==> src/rtl/icache_miss_req_buffer.sv <==
`timescale 1ns/1ps
// icache_miss_req_buffer
// Sits between the core's I$ miss pulses (no backpressure) and the adapter's
// valid/ready miss port. It queues line addresses, merges duplicate lines,
// caps the number of refills in flight, registers the refill return and
// flags lost responses and dropped misses.
module icache_miss_req_buffer #(
  parameter int ADDR_W     = 40,
  parameter int LINE_BYTES = 64,
  parameter int DATA_W     = 512,
  parameter int DEPTH      = 4,
  parameter int MAX_OUT    = 2,
  parameter int TMO_W      = 16
) (
  input  logic              clk_i,
  input  logic              rst_i,
  input  logic              req_valid_i,
  input  logic [ADDR_W-1:0] req_paddr_i,
  output logic              miss_valid_o,
  input  logic              miss_ready_i,
  output logic [ADDR_W-1:0] miss_paddr_o,
  input  logic              resp_valid_i,
  input  logic [DATA_W-1:0] resp_data_i,
  output logic              resp_valid_o,
  output logic [DATA_W-1:0] resp_data_o,
  output logic [2:0]        pending_o,
  output logic              busy_o,
  output logic              overflow_o,
  output logic              timeout_o,
  input  logic              clr_err_i
);

  localparam int OFS   = $clog2(LINE_BYTES);
  localparam int LIN_W = ADDR_W - OFS;
  localparam int IDX_W = $clog2(DEPTH);
  localparam int PTR_W = IDX_W + 1;
  localparam logic [TMO_W-1:0] TMO_MAX = '1;
  localparam logic [TMO_W-1:0] TMO_PRE = TMO_MAX - TMO_W'(1);

  // Request FIFO storage and pointers (extra wrap bit distinguishes full/empty)
  logic [LIN_W-1:0] r_fifo [DEPTH];
  logic [PTR_W-1:0] r_head;
  logic [PTR_W-1:0] r_tail;

  // Refill tracking
  logic [2:0]       r_pending;
  logic [LIN_W-1:0] r_last_lin;
  logic [TMO_W-1:0] r_tmo;

  // Sticky error flags and retimed response
  logic             r_overflow;
  logic             r_timeout;
  logic             r_resp_valid;
  logic [DATA_W-1:0] r_resp_data;

  logic [LIN_W-1:0] w_lin;
  logic [PTR_W-1:0] w_count;
  logic             w_empty;
  logic             w_full;
  logic             w_miss_valid;
  logic             w_hs;
  logic             w_resp_dec;
  logic [DEPTH-1:0] w_hit;
  logic             w_coal;
  logic             w_push;
  logic             w_ovf_set;
  logic             w_tmo_run;
  logic             w_tmo_set;
  logic             w_unused;

  // Only the line part of the miss address matters; the byte offset is dropped.
  assign w_lin    = req_paddr_i[ADDR_W-1:OFS];
  assign w_unused = &{1'b0, req_paddr_i[OFS-1:0]};

  assign w_count = r_tail - r_head;
  assign w_empty = (w_count == '0);
  assign w_full  = (w_count == PTR_W'(DEPTH));

  // Issue only while the adapter still has a refill slot free. Because
  // pending only grows on a handshake, valid cannot fall without one.
  assign w_miss_valid = !w_empty && (r_pending < 3'(MAX_OUT));
  assign w_hs         = w_miss_valid && miss_ready_i;

  // An unmatched response is forwarded but never drives pending negative.
  assign w_resp_dec = resp_valid_i && (r_pending != 3'd0);

  // Per-slot duplicate detection: a slot is live when its distance from the
  // head is below the current occupancy.
  for (genvar g = 0; g < DEPTH; g++) begin : g_slot
    logic [IDX_W-1:0] w_ofs;
    assign w_ofs    = IDX_W'(g) - r_head[IDX_W-1:0];
    assign w_hit[g] = ({1'b0, w_ofs} < w_count) && (r_fifo[g] == w_lin);
  end

  // A miss is merged if the line is already queued or is the line just sent
  // out while refills are still outstanding.
  assign w_coal = (|w_hit) || ((r_pending != 3'd0) && (w_lin == r_last_lin));

  // The full check uses the registered occupancy; a pop this cycle does not
  // make room for a miss arriving in the same cycle.
  assign w_push    = req_valid_i && !w_coal && !w_full;
  assign w_ovf_set = req_valid_i && !w_coal && w_full;

  assign w_tmo_run = (r_pending != 3'd0) && !resp_valid_i;
  assign w_tmo_set = w_tmo_run && (r_tmo == TMO_PRE);

  // FIFO write at the tail and pointer advance on push/handshake
  always_ff @(posedge clk_i or posedge rst_i) begin
    if (rst_i) begin
      for (int i = 0; i < DEPTH; i++) r_fifo[i] <= '0;
      r_head <= '0;
      r_tail <= '0;
    end else begin
      if (w_push) begin
        r_fifo[r_tail[IDX_W-1:0]] <= w_lin;
        r_tail <= r_tail + PTR_W'(1);
      end
      if (w_hs) begin
        r_head <= r_head + PTR_W'(1);
      end
    end
  end

  // In-flight refill count and the line of the most recent handshake
  always_ff @(posedge clk_i or posedge rst_i) begin
    if (rst_i) begin
      r_pending  <= 3'd0;
      r_last_lin <= '0;
    end else begin
      r_pending <= r_pending + {2'b00, w_hs} - {2'b00, w_resp_dec};
      if (w_hs) begin
        r_last_lin <= r_fifo[r_head[IDX_W-1:0]];
      end
    end
  end

  // Lost-response watchdog: counts idle cycles while refills are in flight
  always_ff @(posedge clk_i or posedge rst_i) begin
    if (rst_i) begin
      r_tmo <= '0;
    end else if (!w_tmo_run) begin
      r_tmo <= '0;
    end else if (r_tmo != TMO_MAX) begin
      r_tmo <= r_tmo + TMO_W'(1);
    end
  end

  // Sticky error flags; a set event beats a clear in the same cycle
  always_ff @(posedge clk_i or posedge rst_i) begin
    if (rst_i) begin
      r_overflow <= 1'b0;
      r_timeout  <= 1'b0;
    end else begin
      if (w_ovf_set)      r_overflow <= 1'b1;
      else if (clr_err_i) r_overflow <= 1'b0;
      if (w_tmo_set)      r_timeout  <= 1'b1;
      else if (clr_err_i) r_timeout  <= 1'b0;
    end
  end

  // One-cycle retime of the refill return; data holds between responses
  always_ff @(posedge clk_i or posedge rst_i) begin
    if (rst_i) begin
      r_resp_valid <= 1'b0;
      r_resp_data  <= '0;
    end else begin
      r_resp_valid <= resp_valid_i;
      if (resp_valid_i) begin
        r_resp_data <= resp_data_i;
      end
    end
  end

  assign miss_valid_o = w_miss_valid;
  assign miss_paddr_o = {r_fifo[r_head[IDX_W-1:0]], {OFS{1'b0}}};
  assign resp_valid_o = r_resp_valid;
  assign resp_data_o  = r_resp_data;
  assign pending_o    = r_pending;
  assign busy_o       = !w_empty || (r_pending != 3'd0);
  assign overflow_o   = r_overflow;
  assign timeout_o    = r_timeout;

endmodule

==> config.mk <==
export PLATFORM = sky130hd
export DESIGN_NAME = icache_miss_req_buffer
export DESIGN_NICKNAME = d
export VERILOG_FILES = /design/src/rtl/icache_miss_req_buffer.sv
export SDC_FILE = /design/constraint.sdc
export NUM_CORES = 1
export LEC_CHECK = 0
export ABC_AREA = 1
export BUFFER_PORTS_ARGS = -buffer_cell sky130_fd_sc_hd__buf_2
export CAP_MARGIN = 20
export CELL_PAD_IN_SITES_DETAIL_PLACEMENT = 0
export CELL_PAD_IN_SITES_GLOBAL_PLACEMENT = 1
export CORE_AREA = 2 2 433 435
export CTS_CLUSTER_DIAMETER = 30
export DETAILED_ROUTE_END_ITERATION = 7
export DIE_AREA = 0 0 435 437
export MAX_ROUTING_LAYER = met4
export PLACE_DENSITY = 0.49
export SLEW_MARGIN = 10
export SYNTH_ARGS = -nofsm -noshare
export SYNTH_HDL_FRONTEND = slang
export SYNTH_SLANG_ARGS = --single-unit
==> constraint.sdc <==
create_clock -name clk_i -period 24.5 [get_ports clk_i]
set_clock_uncertainty 0.2 [all_clocks]
set_input_delay 3.675 -clock clk_i [delete_from_list [all_inputs] [get_ports clk_i]]
set_output_delay 3.675 -clock clk_i [all_outputs]
set_load 0.05 [all_outputs]
[After elaboration in Yosys (flattened, before gate mapping)]
Cells that the tools add are included.
Word-level totals
  flip-flop bits (word level): 710
  output and inout bits: 560
  logic and storage cells: 78
Cells by class
  $add $sub $neg: 10
  magnitude comparators: 8
  equality and inequality tests: 9
  mux-type cells: 11
  bitwise operators: 2
  reduce and logical (&&, ||, !) cells: 25
Operator list (number)
  34-bit == test: 5
  136-bit bitwise mux: 1
  34-bit 2-to-1 mux: 3
  34-bit binary-select mux with 2-bit select: 1
  34-bit demux with 2-bit select: 1
  16-bit 2-to-1 mux: 2
  16-bit by 1-bit adder with 16-bit output (second input constant): 1
  16-bit == test (second input constant): 1
  16-bit inequality test (second input constant): 1
  1-bit logical AND: 14
  2-bit by 3-bit less-than comparator with 1-bit output: 4
  3-bit by 1-bit adder with 3-bit output (second input constant): 2
  3-bit greater-or-equal comparator (second input constant): 2
  2-bit NOT with 3-bit output: 2
  1-bit zero test: 4
  2-bit nonzero test: 2
  4-bit OR reduction: 1
  1-bit by 2-bit subtractor with 2-bit output (first input constant): 2
  2-bit subtractor (first input constant): 2
  3-bit by 1-bit adder with 3-bit output: 1
  3-bit == test (second input constant): 1
  3-bit zero test: 1
  3-bit by 1-bit less-than comparator with 1-bit output (second input constant): 1
  3-bit by 2-bit less-than comparator with 1-bit output (second input constant): 1
  6 further kinds: 9

[Longest topological paths before layout]
Gate-level depths: netlist of the first run.
  word-level depth: 9
  gate-level depth with buffers: 18
  mapped depth without buffers: 17

[Least setup slack after synthesis of the first run]
Ideal clock, no wire load.
  path kind: register to output
  start point: register r_head[1]
  end point: output port busy_o
  arrival: 2301 ps
  required time: 20625 ps
  slack: 18324 ps
  cell stages (with the launch flop): 8
  path buffers: 2
  cells stage by stage: dfrtp_1 -> inv_1 -> clkbuf_1 -> clkbuf_1 -> fa_1 -> inv_1 -> nand2_1 -> or3_1
Between the ends
  longest elaborated chain between the ends: 4
Ends and longest elaborated chain
  from (decl): RTL line 42  | logic [PTR_W-1:0] r_head;
  from (signal assigned): RTL line 119  | r_head <= r_head + PTR_W'(1);
  3-bit subtractor: RTL line 75  | assign w_count = r_tail - r_head;
  3-bit zero test: RTL line 76  | assign w_empty = (w_count == '0);
  1-bit zero test: RTL line 179  | assign busy_o = !w_empty || (r_pending != 3'd0);
  1-bit logical OR: RTL line 179
  to (decl): RTL line 27  | output logic busy_o,
No other way between the ends.

[Final worst setup path of the first run]
  start point: register r_head[0]
  end point: output port busy_o
The elaborated chain is that of the path after synthesis.

==> impl_metrics.py, run 1 <==
metrics = {
    "job": {
        "cap_violations": 0,
    },
    "yosys": {
        "yosysTopAreaCell": "dfrtp_1",
        "syn_inst": 3759,
        "yosysWarnings": 0,
        "syn_area_sq_um": 30900,
        "ys_top_cells_by_area": "dfrtp_1 (58%), nand2_1 (27%), xnor2_1 (3.4%), clkbuf_1 (1.6%), nor2_1 (1.6%)",
        "synth_cell_types": 40,
        "yosysSeqAreaShare_pct": 57.6,
        "synth_area_per_cell_sq_um": 8.21,
        "ys_ff_latch": 710,
        "yosys.area.top_type_share_pct": 57.6,
    },
    "worst_setup_path": {
        "end_kind": "output pin",
        "start_kind": "flip-flop",
        "crit_type": "reg -> out",
        "worst-endpoint-arrival_ns": 3.62,
        "crit_fanout": 59,
        "required_ns": 20.62,
    },
    "timing": {
        "fin_tns_setup_ns": 0,
        "maxSlewHeadroom_pct": 28.9,
        "slew_viol_final": 0,
        "worst_slew_pin_slew_ns": 1.07,
        "period_minus_slack_ns": 7.49,
        "fin_crit_sh_pct": 30.6,
        "fmax_mhz": 134,
        "finalHoldViolations": 0,
        "finalSetupViolCount": 0,
        "rsz0062_at_grt": "no",
    },
    "clock_network": {
        "cts_buffers": 280,
        "cts_tree": "yes",
        "max-clock-path-buffers": 4,
        "cts_root_buffer": "clkbuf_16",
        "cts_resized": 0,
        "cts_hold_buf": 0,
        "cts.clk_slew.worst_paths_ns": 0.04,
        "clk_latency_ns": 0.88,
        "h-tree-depth": 5,
        "postCtsSetupBuffers": 0,
        "cts_sinks": 710,
    },
    "pwr": {
        "p_leak_uw": 0.0255,
        "ir_drop_mv": 0.0811,
        "p_per_area_nw_per_um2": 136,
    },
    "die": {
        "die_x_microns": 435,
        "num_rows": 158,
        "dieArea_sq_um": 190000,
        "start_util_pct": 16.7,
        "core-area_sq_um": 185000,
        "ioPinCount": 1118,
        "die_h_microns": 437,
    },
    "placement": {
        "port_buffers": 1105,
        "place_congestion": 0.940,
        "hpwl_mm": 151,
        "dpl_cell_area_sq_um": 38700,
    },
    "route": {
        "vias": 30142,
        "drt_first_pass_iters": 5,
        "routedWlPerCell_microns": 25.3,
        "wl_mm": 195,
        "initialDrtViolationCount": 2049,
        "drc": 0,
        "drtAntennaViolNets": 0,
        "viasPerCell": 3.91,
    },
    "finish": {
        "final_cell_area_sq_um": 47700,
        "layout_common_cells": "nand2_1 (2242), buf_2 (1104), dfrtp_1 (709)",
        "drive_above_1_share_pct": 30.3,
        "nFillCells": 20635,
        "nets": 5555,
        "syn_to_final_growth_pct": 54.8,
        "fin_util_pct": 25.8,
        "layout_commonest_cell": "nand2_1",
    },
    "global_route": {
        "track_usage_pct": 20.6,
        "first_global_vias": 30011,
        "antenna_found_initial": 171,
        "grt-ovfl-total": 0,
        "grt_first_pass_wirelength_mm": 260,
        "grt_max_degree": 138,
    },
    "min_path": {
        "hold_path_class": "reg -> reg",
    },
    "status": {
        "status": "finished, final reports clean",
    },
}
## Yosys cell counts, drive strengths merged
cell type / n
a211oi: 2
nand3b: 1
clkbuf: 133
o21a: 1
a31oi: 2
conb: 1
fa: 2
xnor2: 119
o32ai: 1
nor2: 133
nand2: 2244
a21oi: 33
ha: 18
o22ai: 24
nand3: 20
or3: 1
o31ai: 1
nor3: 11
dfrtp: 710
or2: 3
inv: 104
o21ai: 85
clkinv: 1
xor2: 24
nor4: 1
buf: 72
nand4: 12
## final timing paths
check / from / endpoint / slack (ns) / cells after the start
max reg2reg: r_head[0] / pending_o[2] / 20.12 / 16
min: resp_data_o[312] / resp_data_o[312] / 0.26 / 2
max in group asynchronous: rst_i / resp_data_o[189] / 18.43 / 5
min in group asynchronous: rst_i / resp_data_o[422] / 2.74 / 2
min reg2reg: resp_data_o[312] / resp_data_o[312] / 0.26 / 2
max: r_head[0] / busy_o / 17.01 / 8
## kinds of logic after synthesis
logic type	synth area share, %
fa+ha+maj	0.860
other cells	0.0122
xor+xnor	4.06
simple gates	30.1
flops	57.6
compound gates	2.57
buf+inv	4.79
## through the flow
| stage | total power [uW] | std cells | hold WS, ns | setup WS (ns) |
|---|---|---|---|---|
| global route | 6840 | 7680 | 0.270 | 16.78 |
| detailed placement | 3260 | 7174 | 0.253 | 16.49 |
| finish | 6520 | 7706 | 0.258 | 17.01 |
| floorplan | 2680 | 3764 | 0.265 | 0.711 |
| CTS | 6630 | 7637 | 0.262 | 16.83 |
| global placement | 3250 | 7174 | 0.249 | 16.48 |
## power breakdown
part	internal [uW]	switching [uW]
registers	1390	180
clock network	2390	904
logic	415	1230
## metal layers
layer  vias to the layer above  GRT usage, %  share of wire, %
li1                      14037             -                 -
met2                      1215          35.0                51
met1                     14415          23.7                40
met4                         0          5.96               3.1
met5                         -             -                 0
met3                       475          5.45               6.8
## state kept, by name (all words and copies together) (netlist names)
register,cells
resp_data_o,512
r_fifo,136
r_last_lin,34
r_tmo,16
pending_o,3
r_head,3
r_tail,3
overflow_o,1
resp_valid_o,1
timeout_o,1
## final cells by class
cell class                 count  area [sq um]  share of cell area, %
sequential                   710         17800                   37.2
multi-input combinational   2744         11700                   24.4
clock buffer                 393          8010                   16.8
timing repair buffer        1136          5820                   12.2
tap                         2480          3100                   6.50
clock inverter                70           812                   1.70
inverter                     105           410                  0.859
antenna                       68           170                  0.356
## critical path, stage by stage, from the launching register on
cell and delay, ns:
dfrtp_2 0.35, buf_4 0.61, ha_1 0.27, inv_1 0.05
fa_1 0.42, inv_1 0.21, nand2_1 0.23, or3_1 0.39
buf_2 0.22
Power figures use the tool's default switching activity.
==> run 2, diff against run 1 <==
--- a/config.mk
+++ b/config.mk
@@ -15,7 +15,7 @@
 export DETAILED_ROUTE_END_ITERATION = 7
 export DIE_AREA = 0 0 435 437
 export MAX_ROUTING_LAYER = met4
-export PLACE_DENSITY = 0.49
+export PLACE_DENSITY = 0.48
 export SLEW_MARGIN = 10
 export SYNTH_ARGS = -nofsm -noshare
 export SYNTH_HDL_FRONTEND = slang
==> constraint.sdc (replaced) <==
create_clock -name clk_i -period 7.6 [get_ports clk_i]
set_clock_uncertainty 0.2 [all_clocks]
set_input_delay 1.14 -clock clk_i [delete_from_list [all_inputs] [get_ports clk_i]]
set_output_delay 1.14 -clock clk_i [all_outputs]
set_load 0.05 [all_outputs]
==> run 2 against run 1 <==
Via count up 0.37%. Clock power rose to 3.3 times the previous value. Count of clock-buffer cells in the layout up 52. Critical path depth unchanged. Wire length down 0.24%. Largest power group unchanged. Non-clock buffer count unchanged. Total power rose to 3.3 times the previous value. Register-to-register slack worse by 17 ns. Flip-flop and latch count unchanged.
==> impl_metrics.py, run 2 (synthesis gave the netlist of run 1 again) <==
metrics = {
    "clock_network": {
        "max-clock-path-buffers": 4,
        "h-tree-depth": 5,
        "cts_hold_buf": 0,
        "cts_resized": 0,
        "clk_latency_ns": 0.86,
        "cts_buffers": 289,
        "cts_root_buffer": "clkbuf_16",
        "cts_sinks": 710,
        "cts.clk_slew.worst_paths_ns": 0.04,
        "cts_tree": "yes",
        "postCtsSetupBuffers": 0,
    },
    "global_route": {
        "grt-ovfl-total": 0,
        "track_usage_pct": 20.4,
        "grt_max_degree": 191,
        "grt_first_pass_wirelength_mm": 257,
        "antenna_found_initial": 138,
        "first_global_vias": 29878,
    },
    "finish": {
        "nFillCells": 20661,
        "layout_commonest_cell": "nand2_1",
        "layout_common_cells": "nand2_1 (2242), buf_2 (1104), dfrtp_1 (709)",
        "fin_util_pct": 26.0,
        "syn_to_final_growth_pct": 55.8,
        "nets": 5564,
        "drive_above_1_share_pct": 30.5,
        "largest_reg_flops": 512,
    },
    "timing": {
        "hold_ws_ns": 0.151,
        "slew_viol_final": 0,
        "finalSetupViolCount": 0,
        "rsz0062_at_grt": "no",
        "maxSlewHeadroom_pct": 16.3,
        "fin_tns_setup_ns": 0,
        "period_minus_slack_ns": 5.11,
        "fin_crit_sh_pct": 67.2,
        "worst_slew_pin_slew_ns": 1.26,
        "fmax_mhz": 196,
        "finalHoldViolations": 0,
    },
    "worst_setup_path": {
        "crit_type": "reg -> out",
        "crit_family": "buffers and inverters",
        "crit_fanout": 48,
        "r2r_setup_slack_ns": 2.98,
        "end_kind": "output pin",
        "worst-path-stages": 8,
        "cp_cell_sequence": "buf_4 > ha_1 > inv_1 > fa_1 > inv_1 > nand2_1 > or3_1 > buf_2",
        "worst-endpoint-arrival_ns": 3.77,
        "cp-endpoint": "busy_o",
        "start_kind": "flip-flop",
        "crit_buf_inv": 4,
        "max_stage_delay_ns": 0.55,
        "rr_startpoint": "r_head[0]",
        "cpMostUsedCell": "inv_1",
        "r2r_end": "r_fifo[73]",
        "required_ns": 6.26,
        "cp-startpoint": "r_head[0]",
        "cp_slowest_cell": "buf_4",
        "r2r_cells": 18,
    },
    "route": {
        "drt_first_pass_iters": 5,
        "wl_mm": 194,
        "viasPerCell": 3.92,
        "drc": 0,
        "routedWlPerCell_microns": 25.2,
        "vias": 30254,
        "drtAntennaViolNets": 0,
        "initialDrtViolationCount": 2049,
    },
    "min_path": {
        "hold_path_class": "in -> async",
    },
    "die": {
        "num_rows": 158,
        "die_h_microns": 437,
        "core-area_sq_um": 185000,
        "die_x_microns": 435,
        "ioPinCount": 1118,
        "dieArea_sq_um": 190000,
        "start_util_pct": 16.7,
    },
    "job": {
        "cap_violations": 0,
    },
    "pwr": {
        "p_sw_share_pct": 35.5,
        "p_per_area_nw_per_um2": 443,
        "p_int_uw": 13700,
        "pwr-share-comb_pct": 25.1,
        "clock_power_share_pct": 51.0,
        "sequentialPowerShare_pct": 23.9,
        "p_sw_uw": 7560,
        "p_leak_uw": 0.0257,
        "power_uw": 21300,
        "ir_drop_mv": 0.249,
    },
    "status": {
        "status": "finished, final reports clean",
    },
    "placement": {
        "hpwl_mm": 150,
        "port_buffers": 1105,
        "place_congestion": 1.00,
    },
}
## run 2: cell types whose count changed in the layout (fill, tap and decap cells not counted), moves of 3 or more
cell        before  now
clkbuf_8        45   80
diode_2         68   46
bufinv_16       17    6
clkbuf_1        62   71
clkbuf_16      286  294
clkinv_2        45   38
buf_12           4    8
buf_4           27   23
clkinvlp_4       4    1
## run 2: cell type report
type	count	area, sq um	area share [%]
clock buffer	445	8720	18.2
multi-input combinational	2744	11700	24.2
antenna	46	115	0.240
tap	2480	3100	6.46
inverter	105	405	0.844
clock inverter	48	413	0.859
timing repair buffer	1136	5870	12.2
sequential	710	17800	37.0
## run 2: worst min-delay path by stage
stage	depth (start not counted)	end	slack, ns	from
floorplan	2	r_fifo[56]	0.27	r_fifo[56]
global placement	2	resp_data_o[241]	0.25	resp_data_o[241]
detailed placement	2	resp_data_o[443]	0.25	resp_data_o[443]
CTS	2	resp_data_o[314]	0.09	rst_i
global route	2	resp_data_o[318]	0.13	rst_i
finish	2	resp_data_o[318]	0.15	rst_i
## run 2: per-layer routing
metal,GRT usage [%],share of wire [%]
met5,-,0
met4,9.53,5.1
met3,7.71,8.6
met2,32.3,47
met1,22.8,39
## run 2: power by group through the flow
| stage | combinational (uW) | clock [uW] | sequential [uW] |
|---|---|---|---|
| 2_1_floorplan | 2760 | 0 | 5870 |
| 3_3_place_gp | 5430 | 0 | 5100 |
| 3_5_place_dp | 5440 | 0 | 5110 |
| 4_1_cts | 5460 | 11100 | 5070 |
| 5_1_grt | 5800 | 11300 | 5170 |
| 6_report | 5340 | 10900 | 5080 |
## run 2: through the flow
| stage | setup WS, ns | instances | cell area, sq um |
|---|---|---|---|
| detailed placement | 2.93 | 7175 | 38800 |
| CTS | 2.34 | 7668 | 47900 |
| global route | 2.25 | 7696 | 48000 |
| finish | 2.49 | 7714 | 48100 |
| global placement | 2.94 | 7175 | 38800 |
| floorplan | -3.46 | 3764 | 30900 |
